[src/rtl/stage_sequencer_if.sv]
// Handshake and status bundle between the stage sequencer and the
// LEGv8 datapath / memories. The sequencer uses the master view.
interface stage_sequencer_if #(
    parameter int CNT_W = 32
);
    logic             start;
    logic             halt_req;
    logic             mem_read;
    logic             mem_write;
    logic             reg_write;
    logic             imem_ready;
    logic             dmem_ready;
    logic             imem_req;
    logic             reg_read_en;
    logic             exec_en;
    logic             dmem_req;
    logic             reg_write_en;
    logic             pc_write_en;
    logic [2:0]       stage;
    logic             busy;
    logic             done;
    logic             error;
    logic [CNT_W-1:0] cycle_count;
    logic [CNT_W-1:0] retired_count;

    modport master (
        input  start, halt_req, mem_read, mem_write, reg_write, imem_ready, dmem_ready,
        output imem_req, reg_read_en, exec_en, dmem_req, reg_write_en, pc_write_en,
        output stage, busy, done, error, cycle_count, retired_count
    );

    modport slave (
        output start, halt_req, mem_read, mem_write, reg_write, imem_ready, dmem_ready,
        input  imem_req, reg_read_en, exec_en, dmem_req, reg_write_en, pc_write_en,
        input  stage, busy, done, error, cycle_count, retired_count
    );
endinterface

[src/rtl/stage_sequencer.sv]
// Moore FSM that steps the nonpipelined LEGv8 datapath through
// FETCH/DECODE/EXECUTE/MEMORY/WRITEBACK with one-hot stage enables,
// waits on multi-cycle memories with a timeout, and keeps saturating
// busy-cycle and retired-instruction counters.
module stage_sequencer #(
    parameter int MAX_INSTR = 0,
    parameter int TIMEOUT   = 16,
    parameter int CNT_W     = 32
) (
    input  logic              clk,
    input  logic              reset,
    stage_sequencer_if.master bus
);
    localparam int WAIT_W = $clog2(TIMEOUT + 2);
    // Last wait count before the stall is declared a timeout.
    localparam logic [WAIT_W-1:0] WAIT_LAST = (TIMEOUT == 0) ? '0 : WAIT_W'(TIMEOUT - 1);
    localparam logic [CNT_W-1:0]  INSTR_LIMIT = CNT_W'(MAX_INSTR);

    typedef enum logic [2:0] {
        ST_IDLE      = 3'd0,
        ST_FETCH     = 3'd1,
        ST_DECODE    = 3'd2,
        ST_EXECUTE   = 3'd3,
        ST_MEMORY    = 3'd4,
        ST_WRITEBACK = 3'd5,
        ST_HALT      = 3'd6
    } stage_t;

    stage_t             state_r;
    stage_t             next_s;
    logic [WAIT_W-1:0]  wait_cnt_r;
    logic [CNT_W-1:0]   cycle_cnt_r;
    logic [CNT_W-1:0]   retired_cnt_r;
    logic [CNT_W-1:0]   retired_inc_s;
    logic               ready_s;
    logic               waiting_s;
    logic               wait_expired_s;
    logic               limit_hit_s;
    logic               error_r;
    logic               imem_req_r;
    logic               reg_read_en_r;
    logic               exec_en_r;
    logic               dmem_req_r;
    logic               reg_write_en_r;
    logic               pc_write_en_r;
    logic               busy_r;
    logic               done_r;

    // Stall detection, timeout and retire-limit conditions for the current stage.
    always_comb begin
        ready_s = 1'b0;
        case (state_r)
            ST_FETCH:  ready_s = bus.imem_ready;
            ST_MEMORY: ready_s = bus.dmem_ready;
            default:   ready_s = 1'b0;
        endcase
        waiting_s      = ((state_r == ST_FETCH) || (state_r == ST_MEMORY)) && !ready_s;
        wait_expired_s = waiting_s && (TIMEOUT != 0) && (wait_cnt_r == WAIT_LAST);
        if (retired_cnt_r == {CNT_W{1'b1}}) begin
            retired_inc_s = retired_cnt_r;
        end else begin
            retired_inc_s = retired_cnt_r + CNT_W'(1);
        end
        limit_hit_s = (MAX_INSTR != 0) && (retired_inc_s == INSTR_LIMIT);
    end

    // Next-stage selection.
    always_comb begin
        next_s = state_r;
        case (state_r)
            ST_IDLE: begin
                if (bus.start) next_s = ST_FETCH;
                else           next_s = ST_IDLE;
            end
            ST_FETCH: begin
                if (bus.imem_ready)     next_s = ST_DECODE;
                else if (wait_expired_s) next_s = ST_HALT;
                else                    next_s = ST_FETCH;
            end
            ST_DECODE:  next_s = ST_EXECUTE;
            ST_EXECUTE: begin
                if (bus.mem_read || bus.mem_write) next_s = ST_MEMORY;
                else                               next_s = ST_WRITEBACK;
            end
            ST_MEMORY: begin
                if (bus.dmem_ready)      next_s = ST_WRITEBACK;
                else if (wait_expired_s) next_s = ST_HALT;
                else                     next_s = ST_MEMORY;
            end
            ST_WRITEBACK: begin
                if (bus.halt_req || limit_hit_s) next_s = ST_HALT;
                else                             next_s = ST_FETCH;
            end
            ST_HALT:  next_s = ST_HALT;
            default:  next_s = ST_IDLE;
        endcase
    end

    // Stage register.
    always_ff @(posedge clk or posedge reset) begin
        if (reset) state_r <= ST_IDLE;
        else       state_r <= next_s;
    end

    // Memory wait counter: counts stalled cycles, cleared whenever not stalled.
    always_ff @(posedge clk or posedge reset) begin
        if (reset) begin
            wait_cnt_r <= '0;
        end else if (waiting_s) begin
            if (wait_cnt_r != {WAIT_W{1'b1}}) wait_cnt_r <= wait_cnt_r + WAIT_W'(1);
            else                              wait_cnt_r <= wait_cnt_r;
        end else begin
            wait_cnt_r <= '0;
        end
    end

    // Saturating busy-cycle and retire counters plus the sticky timeout flag.
    always_ff @(posedge clk or posedge reset) begin
        if (reset) begin
            cycle_cnt_r   <= '0;
            retired_cnt_r <= '0;
            error_r       <= 1'b0;
        end else begin
            if (busy_r && (cycle_cnt_r != {CNT_W{1'b1}})) cycle_cnt_r <= cycle_cnt_r + CNT_W'(1);
            else                                           cycle_cnt_r <= cycle_cnt_r;
            if (state_r == ST_WRITEBACK) retired_cnt_r <= retired_inc_s;
            else                         retired_cnt_r <= retired_cnt_r;
            error_r <= error_r | wait_expired_s;
        end
    end

    // Stage enables registered alongside the stage so they decode the stage only.
    always_ff @(posedge clk or posedge reset) begin
        if (reset) begin
            imem_req_r     <= 1'b0;
            reg_read_en_r  <= 1'b0;
            exec_en_r      <= 1'b0;
            dmem_req_r     <= 1'b0;
            reg_write_en_r <= 1'b0;
            pc_write_en_r  <= 1'b0;
            busy_r         <= 1'b0;
            done_r         <= 1'b0;
        end else begin
            imem_req_r     <= (next_s == ST_FETCH);
            reg_read_en_r  <= (next_s == ST_DECODE);
            exec_en_r      <= (next_s == ST_EXECUTE);
            dmem_req_r     <= (next_s == ST_MEMORY);
            reg_write_en_r <= (next_s == ST_WRITEBACK) && bus.reg_write;
            pc_write_en_r  <= (next_s == ST_WRITEBACK);
            busy_r         <= (next_s != ST_IDLE) && (next_s != ST_HALT);
            done_r         <= (next_s == ST_HALT);
        end
    end

    assign bus.stage         = state_r;
    assign bus.imem_req      = imem_req_r;
    assign bus.reg_read_en   = reg_read_en_r;
    assign bus.exec_en       = exec_en_r;
    assign bus.dmem_req      = dmem_req_r;
    assign bus.reg_write_en  = reg_write_en_r;
    assign bus.pc_write_en   = pc_write_en_r;
    assign bus.busy          = busy_r;
    assign bus.done          = done_r;
    assign bus.error         = error_r;
    assign bus.cycle_count   = cycle_cnt_r;
    assign bus.retired_count = retired_cnt_r;
endmodule
[src/flat_wrapper.sv]
// flat-port wrapper written by rule: the top's interface ports become plain ports
module stage_sequencer_flat 
#(
    parameter int MAX_INSTR = 0,
    parameter int TIMEOUT   = 16,
    parameter int CNT_W     = 32
)
  (clk, reset, bus_start, bus_halt_req, bus_mem_read, bus_mem_write, bus_reg_write, bus_imem_ready, bus_dmem_ready, bus_imem_req, bus_reg_read_en, bus_exec_en, bus_dmem_req, bus_reg_write_en, bus_pc_write_en, bus_stage, bus_busy, bus_done, bus_error, bus_cycle_count, bus_retired_count);
  stage_sequencer_if #(.CNT_W(CNT_W)) bus_i ();
  input  logic clk;
  input  logic reset;
  input wire logic [$bits(bus_i.start)-1:0] bus_start;
  input wire logic [$bits(bus_i.halt_req)-1:0] bus_halt_req;
  input wire logic [$bits(bus_i.mem_read)-1:0] bus_mem_read;
  input wire logic [$bits(bus_i.mem_write)-1:0] bus_mem_write;
  input wire logic [$bits(bus_i.reg_write)-1:0] bus_reg_write;
  input wire logic [$bits(bus_i.imem_ready)-1:0] bus_imem_ready;
  input wire logic [$bits(bus_i.dmem_ready)-1:0] bus_dmem_ready;
  output wire logic [$bits(bus_i.imem_req)-1:0] bus_imem_req;
  output wire logic [$bits(bus_i.reg_read_en)-1:0] bus_reg_read_en;
  output wire logic [$bits(bus_i.exec_en)-1:0] bus_exec_en;
  output wire logic [$bits(bus_i.dmem_req)-1:0] bus_dmem_req;
  output wire logic [$bits(bus_i.reg_write_en)-1:0] bus_reg_write_en;
  output wire logic [$bits(bus_i.pc_write_en)-1:0] bus_pc_write_en;
  output wire logic [$bits(bus_i.stage)-1:0] bus_stage;
  output wire logic [$bits(bus_i.busy)-1:0] bus_busy;
  output wire logic [$bits(bus_i.done)-1:0] bus_done;
  output wire logic [$bits(bus_i.error)-1:0] bus_error;
  output wire logic [$bits(bus_i.cycle_count)-1:0] bus_cycle_count;
  output wire logic [$bits(bus_i.retired_count)-1:0] bus_retired_count;
  assign bus_i.start = bus_start;
  assign bus_i.halt_req = bus_halt_req;
  assign bus_i.mem_read = bus_mem_read;
  assign bus_i.mem_write = bus_mem_write;
  assign bus_i.reg_write = bus_reg_write;
  assign bus_i.imem_ready = bus_imem_ready;
  assign bus_i.dmem_ready = bus_dmem_ready;
  assign bus_imem_req = bus_i.imem_req;
  assign bus_reg_read_en = bus_i.reg_read_en;
  assign bus_exec_en = bus_i.exec_en;
  assign bus_dmem_req = bus_i.dmem_req;
  assign bus_reg_write_en = bus_i.reg_write_en;
  assign bus_pc_write_en = bus_i.pc_write_en;
  assign bus_stage = bus_i.stage;
  assign bus_busy = bus_i.busy;
  assign bus_done = bus_i.done;
  assign bus_error = bus_i.error;
  assign bus_cycle_count = bus_i.cycle_count;
  assign bus_retired_count = bus_i.retired_count;
  stage_sequencer #(.MAX_INSTR(MAX_INSTR), .TIMEOUT(TIMEOUT), .CNT_W(CNT_W)) u_core (.clk(clk), .reset(reset), .bus(bus_i));
endmodule
[config.mk]
export PLATFORM = sky130hd
export DESIGN_NAME = stage_sequencer_flat
export DESIGN_NICKNAME = d
export VERILOG_FILES = /design/src/rtl/stage_sequencer_if.sv /design/src/rtl/stage_sequencer.sv /design/src/flat_wrapper.sv
export SDC_FILE = /design/constraint.sdc
export NUM_CORES = 1
export LEC_CHECK = 0
export CORE_ASPECT_RATIO = 1.2
export CORE_MARGIN = 2
export CORE_UTILIZATION = 51
export CTS_CLUSTER_SIZE = 20
export DETAILED_ROUTE_END_ITERATION = 12
export MAX_ROUTING_LAYER = met4
export PLACE_DENSITY = 0.86
export SYNTH_ARGS = -nofsm -noshare
export SYNTH_HDL_FRONTEND = slang
export SYNTH_SLANG_ARGS = --single-unit
[constraint.sdc]
create_clock -name clk -period 3.5 [get_ports clk]
set_clock_uncertainty 0.1 [all_clocks]
set_input_delay 0.7 -clock clk [delete_from_list [all_inputs] [get_ports clk]]
set_output_delay 0.7 -clock clk [all_outputs]
set_load 0.05 [all_outputs]
# After elaboration in Yosys (flattened, before gate mapping)
# Cells that the tools add are included.
totals:
  out_inout_bits: 76
  register_bits: 81
  word_cells: 58
classes:
  n_eq_ne: 18
  reduce_logical: 11
  bitwise_logic: 2
  mux: 11
  n_addsub: 3
ops:
  columns: ["op", "n"]
  rows:
  - ["adder 32 x 1 -> 32 bit, second input constant", 2]
  - ["== test 32 bit, second input constant", 1]
  - ["inequality test 32 bit, second input constant", 1]
  - ["case mux 3 bit (7 select lines)", 1]
  - ["== test 3 bit, second input constant", 6]
  - ["== test 3 x 2 -> 1 bit, second input constant", 4]
  - ["two-way mux 3 bit", 4]
  - ["two-way mux 5 bit", 2]
  - ["== test 3 x 1 -> 1 bit, second input constant", 2]
  - ["adder 5 x 1 -> 5 bit, second input constant", 1]
  - ["== test 5 x 4 -> 1 bit, second input constant", 1]
  - ["logical AND 1 bit", 5]
  - ["inequality test 5 bit, second input constant", 1]
  - ["zero test 3 bit", 1]
  - ["inequality test 3 bit, second input constant", 1]
  - ["nonzero test 3 bit", 1]
  - ["logical OR 1 bit", 2]
  - ["two-way mux 1 bit", 2]
  - ["two-way mux 2 bit", 1]
  - ["inequality test 2 bit, second input constant", 1]
  - ["case mux 1 bit (2 select lines)", 1]
  - ["AND reduction 2 bit", 1]
  - ["zero test 1 bit", 1]
  - ["inverter 1 bit", 1]
  - ["OR 1 bit", 1]

# Logic depth before layout (Yosys ltp)
# Gate-level depths: netlist (run 1).
logic_depth:
  word_depth: 10
  mapped_depth: 9
  mapped_depth_nobuf: 9

# Worst setup path after synthesis (run 1)
# No wires, ideal clock.
synth_path:
  path_type: "reg2reg"
  startpoint: "reg u_core.retired_cnt_r[6], in the netlist u_core.bus.retired_count[6]"
  endpoint: "reg u_core.retired_cnt_r[25], in the netlist u_core.bus.retired_count[25]"
  period_less_slack_ns: 2.278
  arrival_time_ns: 2.035
  path_stages_with_launch: 6
  path_slack_ns: 1.222
  setup_ns: 0.143
  required_ns: 3.257
  path_cell_list: "dfrtp_1 -> nand3_2 -> or4_4 -> a211oi_4 -> nand4_1 -> xnor2_1"
synth_via:
  elab_chain_cells: 3
  elab_cells_between_ends: 4
  cone_classes: "add/sub: 1; eq/ne: 1; bitwise: 1; reduce/logical: 1"
synth_rtl:
  columns: ["item", "line_no", "rtl"]
  rows:
  - ["from (decl)", "stage_sequencer.sv:33", "logic [CNT_W-1:0] retired_cnt_r;"]
  - ["from (signal assigned)", "stage_sequencer.sv:126", "if (state_r == ST_WRITEBACK) retired_cnt_r <= retired_inc_s;"]
  - ["from (signal assigned)", "stage_sequencer.sv:127", "else retired_cnt_r <= retired_cnt_r;"]
  - ["parallel branches: the longest is 3 deep, another holds adder 32 x 1 -> 32 bit", null, null]
# Several ways; the timed one is not identified.
# A chain may end at the register's enable or synchronous reset.

# Final worst setup path (run 1)
layout_path:
  startpoint: "reg u_core.state_r[0], in the netlist u_core.bus.stage[0]"
  endpoint: "out bus_stage[0]"
layout_lines:
  columns: ["item", "line_no", "rtl"]
  rows:
  - ["from (decl)", "stage_sequencer.sv:29", "stage_t state_r;"]
  - ["from (signal assigned)", "stage_sequencer.sv:102", "else state_r <= next_s;"]
  - ["to (decl)", "flat_wrapper.sv:25", "output wire logic [$bits(bus_i.stage)-1:0] bus_stage;"]
# No word-level cell between the ends.

==> summary.txt, run 1 <==
Synth
  • Synth area leaders: dfrtp_1 (52%), xnor2_1 (8.0%), xor2_1 (5.8%)
  • Top FF cell, synth: dfrtp_1
  • Synth top area share: 51.7%
  • Asr flop ratio synth: between 90% and 100%
  • EDFF count, synth: 0
  • Synth warn: 0
  • Synth cell types: between 40 and 50
  • Syn Area/Cell: 10.5 um^2
  • Post-synth top cells: dfrtp_1 (81), nand2_1 (38), xnor2_1 (36)
  • Most instantiated library cell after synthesis: dfrtp_1
  • Post-synth top area cell: dfrtp_1
  • Cells after Synth: 372
  • Register bit total from synthesis: 81
  • Netlist Area Pre-Place: 3920 um^2
  • Seq/Total Area, Yosys: between 50% and 60%
  • Syn nets: 386

Die
  • Die ar.: 8410 um^2
  • Initial core utilization: 51.8%
  • Die height: 100 um
  • Die width: 84.0 um
  • Core area: 7580 um^2
  • # IOs: 85
  • # rows: 35

Final layout
  • Syn-to-layout area delta: 29.6%
  • Layout Cells excl Fill: between 500 and 600
  • Fin nets: 477
  • Filler cell count: 567
  • Antenna cells: 0
  • Fin util: 67.1%
  • Share of layout cells above drive strength 1: about 7.9%

Flow run
  • MaxCap Viol Count: 0

Global route
  • Antenna violations before repair: 0
  • Total track usage: a little over a fifth
  • Pin count of the biggest net entering global routing: 43
  • Vias in the first global route: approximately 3000
  • Total grt overflow: 0
  • First-pass GRT wire length: roughly 14000 um

Worst setup path
  • CP bufs+invs: 1
  • Worst Path Required: 2.70 ns
  • CP max stage delay: 0.90 ns
  • Setup CP Type: reg -> out
  • Worst path cell trace: clkdlybuf4s50_1
  • Critical path endpoint category: output port
  • Maximum fanout along the worst path: 14
  • Worst EP arrival: 1.81 ns
  • Slowest CP cell: clkdlybuf4s50_1
  • CP startpoint kind: flop
  • Delay-heaviest family, CP: buffers and inverters

Placed design
  • Final HPWL DP: 6140 um
  • Dpl cells: approximately 540
  • Setup Slack @ Placement: 1.07 ns
  • I/O Buffers: 84
  • Gpl congestion: 0.858

Clock network
  • Sink Count: 81
  • Setup bufs post-CTS: 0
  • Root buffer cell: clkbuf_8
  • Longest Clk Path Bufs: 2
  • CTS Hold Bufs: 0
  • Reg clk slew, reported paths: ~0.08 ns
  • CTS tree: yes
  • Total CTS buffers: 9
  • Worst-Skew Late Latency: 0.35 ns
  • Max H-tree Level: 3
  • Post-cts resize count: 0

Drt
  • Via count: 3118
  • Drt via density: ~5.6
  • Detailed Route Iter0 Violations: 211
  • Wirelength per Cell: 14.8 um
  • Initial DRT Pass Iterations: 4
  • Routed WL: roughly 8300 um
  • # DRC: 0
  • Antenna Violating Nets Remaining: 0

Timing
  • Final period util: about 75%
  • Worst-Margin Slew: 0.703 ns
  • Total Neg Setup Slack: 0 ns
  • Relative slew slack: a little over half
  • Hold Vio Cnt, Final: 0
  • Pins Over Slew Limit: 0
  • Final WS setup: 0.887 ns
  • Final setup violation count: 0
  • RSZ-0062 raised after global routing: no
  • Max Freq: between 300 and 400 MHz
  • Minimum clock period: 2.61 ns
  • Hold_ws: 0.392 ns

Pwr
  • Max VDD drop: 0.595 mV
  • PD cells: 581 nW/um^2
  • Static leakage: 2.24 nW

Outcome
  • Status: complete, no violations

Hold path
  • Hold Path Class: reg -> reg
==> report_power, final <==
part	switching [mW]	internal, mW
clock	0.346	0.350
combinational	0.659	0.367
sequential	0.169	1.06
total	1.17	1.78
==> layout by cell type, fill, tap and decap left out, types with 10 or more instances in the layout <==
cell / n
clkbuf_8: 10
xor2_1: 26
nand2_1: 38
dfrtp_1: 81
and3_1: 15
nor2_1: 28
clkdlybuf4s50_1: 84
nand3_1: 20
nand4_1: 23
xnor2_1: 36
==> metrics by stage <==
step | area [um^2] | power (mW)
6_report | 5080 | 2.95
3_3_place_gp | 4880 | 2.25
4_1_cts | 5080 | 2.98
3_5_place_dp | 4880 | 2.28
5_1_grt | 5080 | 3.10
2_1_floorplan | 3920 | 1.93
==> final timing paths <==
| check | start | slack [ns] | depth (start not counted) | end |
|---|---|---|---|---|
| setup reg to reg | u_core.bus.cycle_count[9] | 1.04 | 5 | u_core.bus.cycle_count[1] |
| max in group asynchronous | reset | 1.99 | 3 | u_core.bus.reg_write_en |
| hold reg to reg | u_core.bus.cycle_count[31] | 0.39 | 1 | u_core.bus.cycle_count[31] |
| hold / removal | u_core.bus.cycle_count[31] | 0.39 | 1 | u_core.bus.cycle_count[31] |
| setup / recovery | u_core.bus.stage[0] | 0.89 | 1 | bus_stage[0] |
| min in group asynchronous | reset | 0.66 | 2 | u_core.bus.cycle_count[27] |
==> cell families after synthesis <==
family          after synthesis  synth area share, %
mux                           3                0.830
fa+ha+maj                     5                 1.60
xor+xnor                     62                 13.8
simple gates                179                 25.8
flops                        81                 51.7
compound gates               29                 4.98
buf+inv                      13                 1.28
==> final cells by class <==
class                           instances  area [um^2]  share of cell area [%]
Sequential cell                        81         2030                    39.9
Multi-Input combinational cell        278         1840                    36.3
Clock buffer                           10          138                    2.71
Tap cell                               92          115                    2.26
Inverter                                8         31.3                   0.615
Timing Repair Buffer                   85          861                    16.9
Clock inverter                          6         67.6                    1.33
==> state kept, by name, summed over array words and instances (netlist names), 3 cells and up <==
name,cells
u_core.bus.stage,3
u_core.bus.cycle_count,32
u_core.bus.retired_count,32
u_core.wait_cnt_r,5
==> per-layer routing <==
metal  GRT usage [%]  part of all wire, %  vias to the layer above
met3            3.45                  4.3                       22
met4            11.0                  3.0                        0
li1                -                    -                     1491
met2            33.8                   49                       98
met1            26.0                   43                     1507
met5               -                    0                        -
No activity file was read; power rests on OpenSTA's default activity.
==> inputs of run 2 (changes only) <==
--- a/config.mk
+++ b/config.mk
@@ -7,11 +7,11 @@
 export LEC_CHECK = 0
 export CORE_ASPECT_RATIO = 1.2
 export CORE_MARGIN = 2
-export CORE_UTILIZATION = 51
+export CORE_UTILIZATION = 46
 export CTS_CLUSTER_SIZE = 20
 export DETAILED_ROUTE_END_ITERATION = 12
 export MAX_ROUTING_LAYER = met4
-export PLACE_DENSITY = 0.86
+export PLACE_DENSITY = 0.82
 export SYNTH_ARGS = -nofsm -noshare
 export SYNTH_HDL_FRONTEND = slang
 export SYNTH_SLANG_ARGS = --single-unit
==> constraint.sdc (replaced) <==
create_clock -name clk -period 2.1 [get_ports clk]
set_clock_uncertainty 0.1 [all_clocks]
set_input_delay 0.42 -clock clk [delete_from_list [all_inputs] [get_ports clk]]
set_output_delay 0.42 -clock clk [all_outputs]
set_load 0.05 [all_outputs]
==> summary.txt, run 2 (synthesis results as in run 1) <==
Outcome
  • Status: complete, no violations

Final layout
  • Antenna cells: 0 (unchanged)
  • Storage cell area: 2060 um^2 (+1.8%)
  • Multi-input logic area: 1900 um^2 (+3.0%)
  • Commonest non-fill, non-tap cell in the layout: buf_4
  • Post-route cell area: 5290 um^2 (+4.0%)
  • Share of layout cells above drive strength 1: 26.2% (+18 points)
  • Most frequent cells in the layout: buf_4 (62), dfrtp_1 (52), nand2_1 (38), xnor2_1 (36), dfrtp_2 (29)
  • Syn-to-layout area delta: 34.8%
  • Filler cell count: 677 (+19%)
  • Fin nets: 506 (+6.1%)

Clock network
  • Longest Clk Path Bufs: 2 (unchanged)
  • Root buffer cell: clkbuf_8
  • Sink Count: 81 (unchanged)
  • Reg clk slew, reported paths: 0.07 ns (about the same)
  • Max H-tree Level: 3 (unchanged)
  • Worst-Skew Late Latency: 0.35 ns (about the same)
  • CTS tree: yes
  • Total CTS buffers: 9 (unchanged)

Timing
  • Total Neg Setup Slack: 0 ns (unchanged)
  • Hold_ws: 0.372 ns (-0.0204 ns)
  • Relative slew slack: 65.0% (+12 points)
  • Minimum clock period: 2.07 ns
  • Pins Over Slew Limit: 0 (unchanged)
  • Final period util: 98.5%
  • Final setup violation count: 0 (unchanged)
  • Hold Vio Cnt, Final: 0 (unchanged)
  • Max Freq: 484 MHz
  • Worst-Margin Slew: 0.523 ns (-0.181 ns)

Drt
  • Antenna Violating Nets Remaining: 0 (unchanged)
  • Drt via density: 5.38 (-3.4%)
  • Detailed Route Iter0 Violations: 161 (-24%)
  • Initial DRT Pass Iterations: 4 (unchanged)
  • # DRC: 0 (unchanged)
  • Via count: 3285 (+5.4%)
  • Routed WL: 9100 um (+9.7%)
  • Wirelength per Cell: 14.9 um (+0.58%)

Die
  • # IOs: 85 (unchanged)
  • # rows: 36 (+2.9%)
  • Die height: 105 um (+5.1%)
  • Die ar.: 9280 um^2 (+10%)
  • Initial core utilization: 47.8% (-3.9 points)
  • Core area: 8200 um^2 (+8.2%)
  • Die width: 88.3 um (+5.0%)

Worst setup path
  • Critical path endpoint category: output port
  • CP max stage delay: 0.81 ns (-0.09 ns)
  • RR Startpoint: u_core.bus.retired_count[0]
  • Slowest CP cell: clkdlybuf4s50_1
  • Delay-heaviest family, CP: buffers and inverters
  • Worst EP arrival: 1.55 ns (-0.26 ns)
  • Maximum fanout along the worst path: 4 (-10)
  • Worst path cell trace: clkdlybuf4s50_1
  • Worst R2R End: u_core.bus.retired_count[29]
  • Setup CP Type: reg -> out
  • CP bufs+invs: 1 (unchanged)
  • Worst Path Required: 1.58 ns (-1.12 ns)
  • R2r worst-path depth: 6 (+1)
  • CP startpoint kind: flop
  • Setup slack, reg-to-reg: 0.11 ns (-0.93 ns)

Pwr
  • Total power: 4.83 mW (+63%)
  • Static leakage: 2.63 nW (+17%)
  • Max VDD drop: 0.752 mV (+26%)
  • PD cells: 913 nW/um^2 (+57%)

Global route
  • Vias in the first global route: 3139 (+3.1%)
  • Pin count of the biggest net entering global routing: 82 (+91%)
  • Total track usage: 20.4% (-0.75 points)
  • Antenna violations before repair: 0 (unchanged)
  • Total grt overflow: 0 (unchanged)
  • First-pass GRT wire length: 14600 um (+4.7%)

Hold path
  • Hold endpoint: u_core.bus.error
  • Hold Path Class: reg -> reg
  • Hold Startpoint: u_core.bus.error
  • WHS Path Cells: 1 (unchanged)

Placed design
  • Area after DPL: 4970 um^2 (+1.9%)
  • Gpl congestion: 0.868 (+1.1%)
  • I/O Buffers: 84 (unchanged)
  • Final HPWL DP: 6260 um (+2.0%)

Flow run
  • MaxCap Viol Count: 0 (unchanged)
==> run 2: how the worst max path moves through the flow <==
stage	startpoint	to	slack (ns)	cells past startpoint
global route	u_core.bus.retired_count[0]	u_core.bus.retired_count[25]	-0.01	6
finish	u_core.bus.cycle_count[27]	bus_cycle_count[27]	0.03	1
global placement	u_core.wait_cnt_r[0]	u_core.bus.imem_req	0.08	8
detailed placement	u_core.wait_cnt_r[0]	u_core.bus.imem_req	0.04	8
CTS	u_core.bus.cycle_count[11]	bus_cycle_count[11]	0.004	1
floorplan	u_core.bus.retired_count[6]	u_core.bus.retired_count[25]	0.004	5
==> run 2: report_power, final <==
part,internal [mW],switching (mW),total [mW]
Clock,0.499,0.537,1.04
Combinational,0.584,1.19,1.77
Sequential,1.77,0.246,2.02
Total,2.86,1.97,4.83
==> run 2: area by class of cell <==
type | instances | area share (%)
clock buffers | 16 | 3.22
multi-input cells | 279 | 35.9
repair buffers | 113 | 18.5
flip-flops and latches | 81 | 39.0
well taps | 114 | 2.70
inverters | 8 | 0.639
==> run 2: timing repair <==
action	CTS	global route
buffers inserted	0	14
gates resized for setup	24	17
hold buffers	0	0
setup endpoints to repair	24	18
pin swaps	0	8
cloned	0	1
==> run 2: worst reg2reg max path, stage by stage (launching register included) <==
cell and delay, ns:
dfrtp_2 0.43, ha_1 0.23, and3_4 0.20, and3_4 0.20, a211oi_4 0.39, nand4_1 0.17, xnor2_1 0.15
==> run 2: per-stage QoR <==
| stage | instances | setup slack (ns) | utilization (%) |
|---|---|---|---|
| after floorplan | 372 | 0.00363 | - |
| after global placement | 580 | 0.0822 | 60.6 |
| after detailed placement | 580 | 0.0409 | 60.6 |
| after CTS | 596 | 0.00370 | 62.3 |
| after global routing | 611 | -0.0128 | 64.5 |
| final | 611 | 0.0320 | 64.5 |
==> run 2: layer usage <==
| layer | part of all wire (%) | up-vias | track usage (%) |
|---|---|---|---|
| li1 | - | 1551 | - |
| met1 | 44 | 1637 | 25.7 |
| met2 | 50 | 82 | 32.1 |
| met3 | 3.9 | 15 | 3.63 |
| met4 | 2.2 | 0 | 8.44 |
| met5 | 0 | - | - |
==> inputs of run 3 (changes only) <==
--- a/config.mk
+++ b/config.mk
@@ -7,11 +7,11 @@
 export LEC_CHECK = 0
 export CORE_ASPECT_RATIO = 1.2
 export CORE_MARGIN = 2
-export CORE_UTILIZATION = 46
+export CORE_UTILIZATION = 55
 export CTS_CLUSTER_SIZE = 20
 export DETAILED_ROUTE_END_ITERATION = 12
 export MAX_ROUTING_LAYER = met4
-export PLACE_DENSITY = 0.82
+export PLACE_DENSITY = 0.92
 export SYNTH_ARGS = -nofsm -noshare
 export SYNTH_HDL_FRONTEND = slang
 export SYNTH_SLANG_ARGS = --single-unit
==> constraint.sdc (replaced) <==
create_clock -name clk -period 2.42 [get_ports clk]
set_clock_uncertainty 0.1 [all_clocks]
set_input_delay 0.484 -clock clk [delete_from_list [all_inputs] [get_ports clk]]
set_output_delay 0.484 -clock clk [all_outputs]
set_load 0.05 [all_outputs]
==> summary.txt, run 3 (synthesis results as in run 1) <==
Die
  • Core area: 6850 um^2 (-16%)
  • Die ar.: 7820 um^2 (-16%)
  • Die width: 81.1 um (-8.2%)
  • # rows: 33 (-8.3%)
  • # IOs: 85 (unchanged)
  • Die height: 96.5 um (-8.2%)
  • Initial core utilization: 57.2% (+9.4 points)

Worst setup path
  • Setup CP Type: reg -> out
  • Critical path endpoint category: output port
  • Delay-heaviest family, CP: buffers and inverters
  • Maximum fanout along the worst path: 9 (+5)
  • CP bufs+invs: 1 (unchanged)
  • CP startpoint kind: flop
  • Slowest CP cell: clkdlybuf4s50_1
  • Worst path cell trace: clkdlybuf4s50_1
  • CP max stage delay: 0.88 ns (+0.07 ns)
  • Worst Path Required: 1.84 ns (+0.26 ns)
  • Worst EP arrival: 1.73 ns (+0.18 ns)

Global route
  • Antenna violations before repair: 0 (unchanged)
  • Pin count of the biggest net entering global routing: 26 (-68%)
  • Vias in the first global route: 3160 (+0.67%)
  • Total track usage: 25.5% (+5.1 points)
  • First-pass GRT wire length: 14900 um (+1.6%)
  • Total grt overflow: 0 (unchanged)

Drt
  • Initial DRT Pass Iterations: 4 (unchanged)
  • Detailed Route Iter0 Violations: 196 (+22%)
  • Via count: 3196 (-2.7%)
  • Wirelength per Cell: 15.8 um (+5.9%)
  • # DRC: 0 (unchanged)
  • Antenna Violating Nets Remaining: 0 (unchanged)
  • Routed WL: 8850 um (-2.8%)
  • Drt via density: 5.70 (+6.0%)

Flow run
  • MaxCap Viol Count: 0 (unchanged)

Final layout
  • Fin util: 75.4% (+11 points)
  • Most frequent cells in the layout: clkdlybuf4s50_1 (82), dfrtp_1 (81), nand2_1 (38), xnor2_1 (36), nor2_1 (28)
  • Fin nets: 483 (-4.5%)
  • Post-route cell area: 5170 um^2 (-2.2%)
  • Antenna cells: 0 (unchanged)
  • Share of layout cells above drive strength 1: 9.07% (-17 points)
  • Syn-to-layout area delta: 31.7%
  • Filler cell count: 488 (-28%)
  • Commonest non-fill, non-tap cell in the layout: clkdlybuf4s50_1

Clock network
  • Worst-Skew Late Latency: 0.35 ns (about the same)
  • Setup bufs post-CTS: 0 (unchanged)
  • Root buffer cell: clkbuf_8
  • CTS tree: yes
  • Longest Clk Path Bufs: 2 (unchanged)
  • Max H-tree Level: 3 (unchanged)
  • Reg clk slew, reported paths: 0.08 ns (about the same)
  • Total CTS buffers: 9 (unchanged)
  • Sink Count: 81 (unchanged)

Timing
  • Worst-Margin Slew: 0.579 ns (+0.0558 ns)
  • Max Freq: 433 MHz
  • Minimum clock period: 2.31 ns
  • Pins Over Slew Limit: 0 (unchanged)
  • Relative slew slack: 61.4% (-3.7 points)
  • Total Neg Setup Slack: 0 ns (unchanged)
  • Hold Vio Cnt, Final: 0 (unchanged)
  • RSZ-0062 raised after global routing: no
  • Final setup violation count: 0 (unchanged)
  • Final period util: between 90 and 100%

Pwr
  • Static leakage: 2.31 nW (-12%)
  • PD cells: 851 nW/um^2 (-6.8%)
  • Max VDD drop: 0.853 mV (+13%)

Placed design
  • Gpl congestion: 0.894 (+3.0%)
  • Final HPWL DP: 6660 um (+6.3%)
  • Area after DPL: 4930 um^2 (-0.78%)
  • I/O Buffers: 84 (unchanged)

Outcome
  • Status: complete, no violations

Hold path
  • Hold Path Class: reg -> reg
## run 3: worst paths after layout
check | slack (ns) | to | depth (start not counted) | startpoint
min in group asynchronous | 0.44 | u_core.bus.retired_count[9] | 2 | reset
worst max-delay path | 0.11 | bus_stage[1] | 1 | u_core.bus.stage[1]
max in group asynchronous | 1.26 | u_core.wait_cnt_r[4] | 3 | reset
worst max register to register | 0.25 | u_core.bus.cycle_count[1] | 5 | u_core.bus.cycle_count[9]
worst min register to register | 0.39 | u_core.bus.error | 1 | u_core.bus.error
worst min-delay path | 0.39 | u_core.bus.error | 1 | u_core.bus.error
## run 3: stage by stage
step	instances	setup WS, ns	hold WS, ns	power [mW]
final	561	0.109	0.386	4.40
after global routing	561	0.0489	0.422	4.62
after CTS	561	0.0149	0.389	4.42
after detailed placement	545	0.269	0.361	3.31
after global placement	545	0.311	0.363	3.26
after floorplan	372	0.142	0.397	2.80
## run 3: layer usage
layer | vias up | global-route usage, % | wire length (um) | share of wire (%)
li1 | 1510 | - | - | -
met1 | 1555 | 30.0 | 3590 | 41
met2 | 117 | 43.2 | 4570 | 52
met3 | 14 | 4.00 | 505 | 5.7
met4 | 0 | 11.4 | 184 | 2.1
met5 | - | - | 0 | 0
## run 3: cell type report
| cell class | count | area (um^2) | area share (%) |
|---|---|---|---|
| Multi-Input combinational cell | 278 | 1840 | 35.7 |
| Sequential cell | 81 | 2030 | 39.2 |
| Clock buffer | 11 | 151 | 2.93 |
| Inverter | 8 | 33.8 | 0.654 |
| Clock inverter | 5 | 77.6 | 1.50 |
| Timing Repair Buffer | 91 | 923 | 17.9 |
| Tap cell | 87 | 109 | 2.11 |
## run 3: where the power goes
group | switching, mW | total, mW | internal (mW)
clock network | 0.475 | 1.11 | 0.634
logic | 0.965 | 1.50 | 0.534
registers | 0.256 | 1.79 | 1.53
## run 3: what timing repair did
item,CTS,global route
gates resized for setup,0,2
endpoints found under the setup margin,0,2
hold buffers,0,0
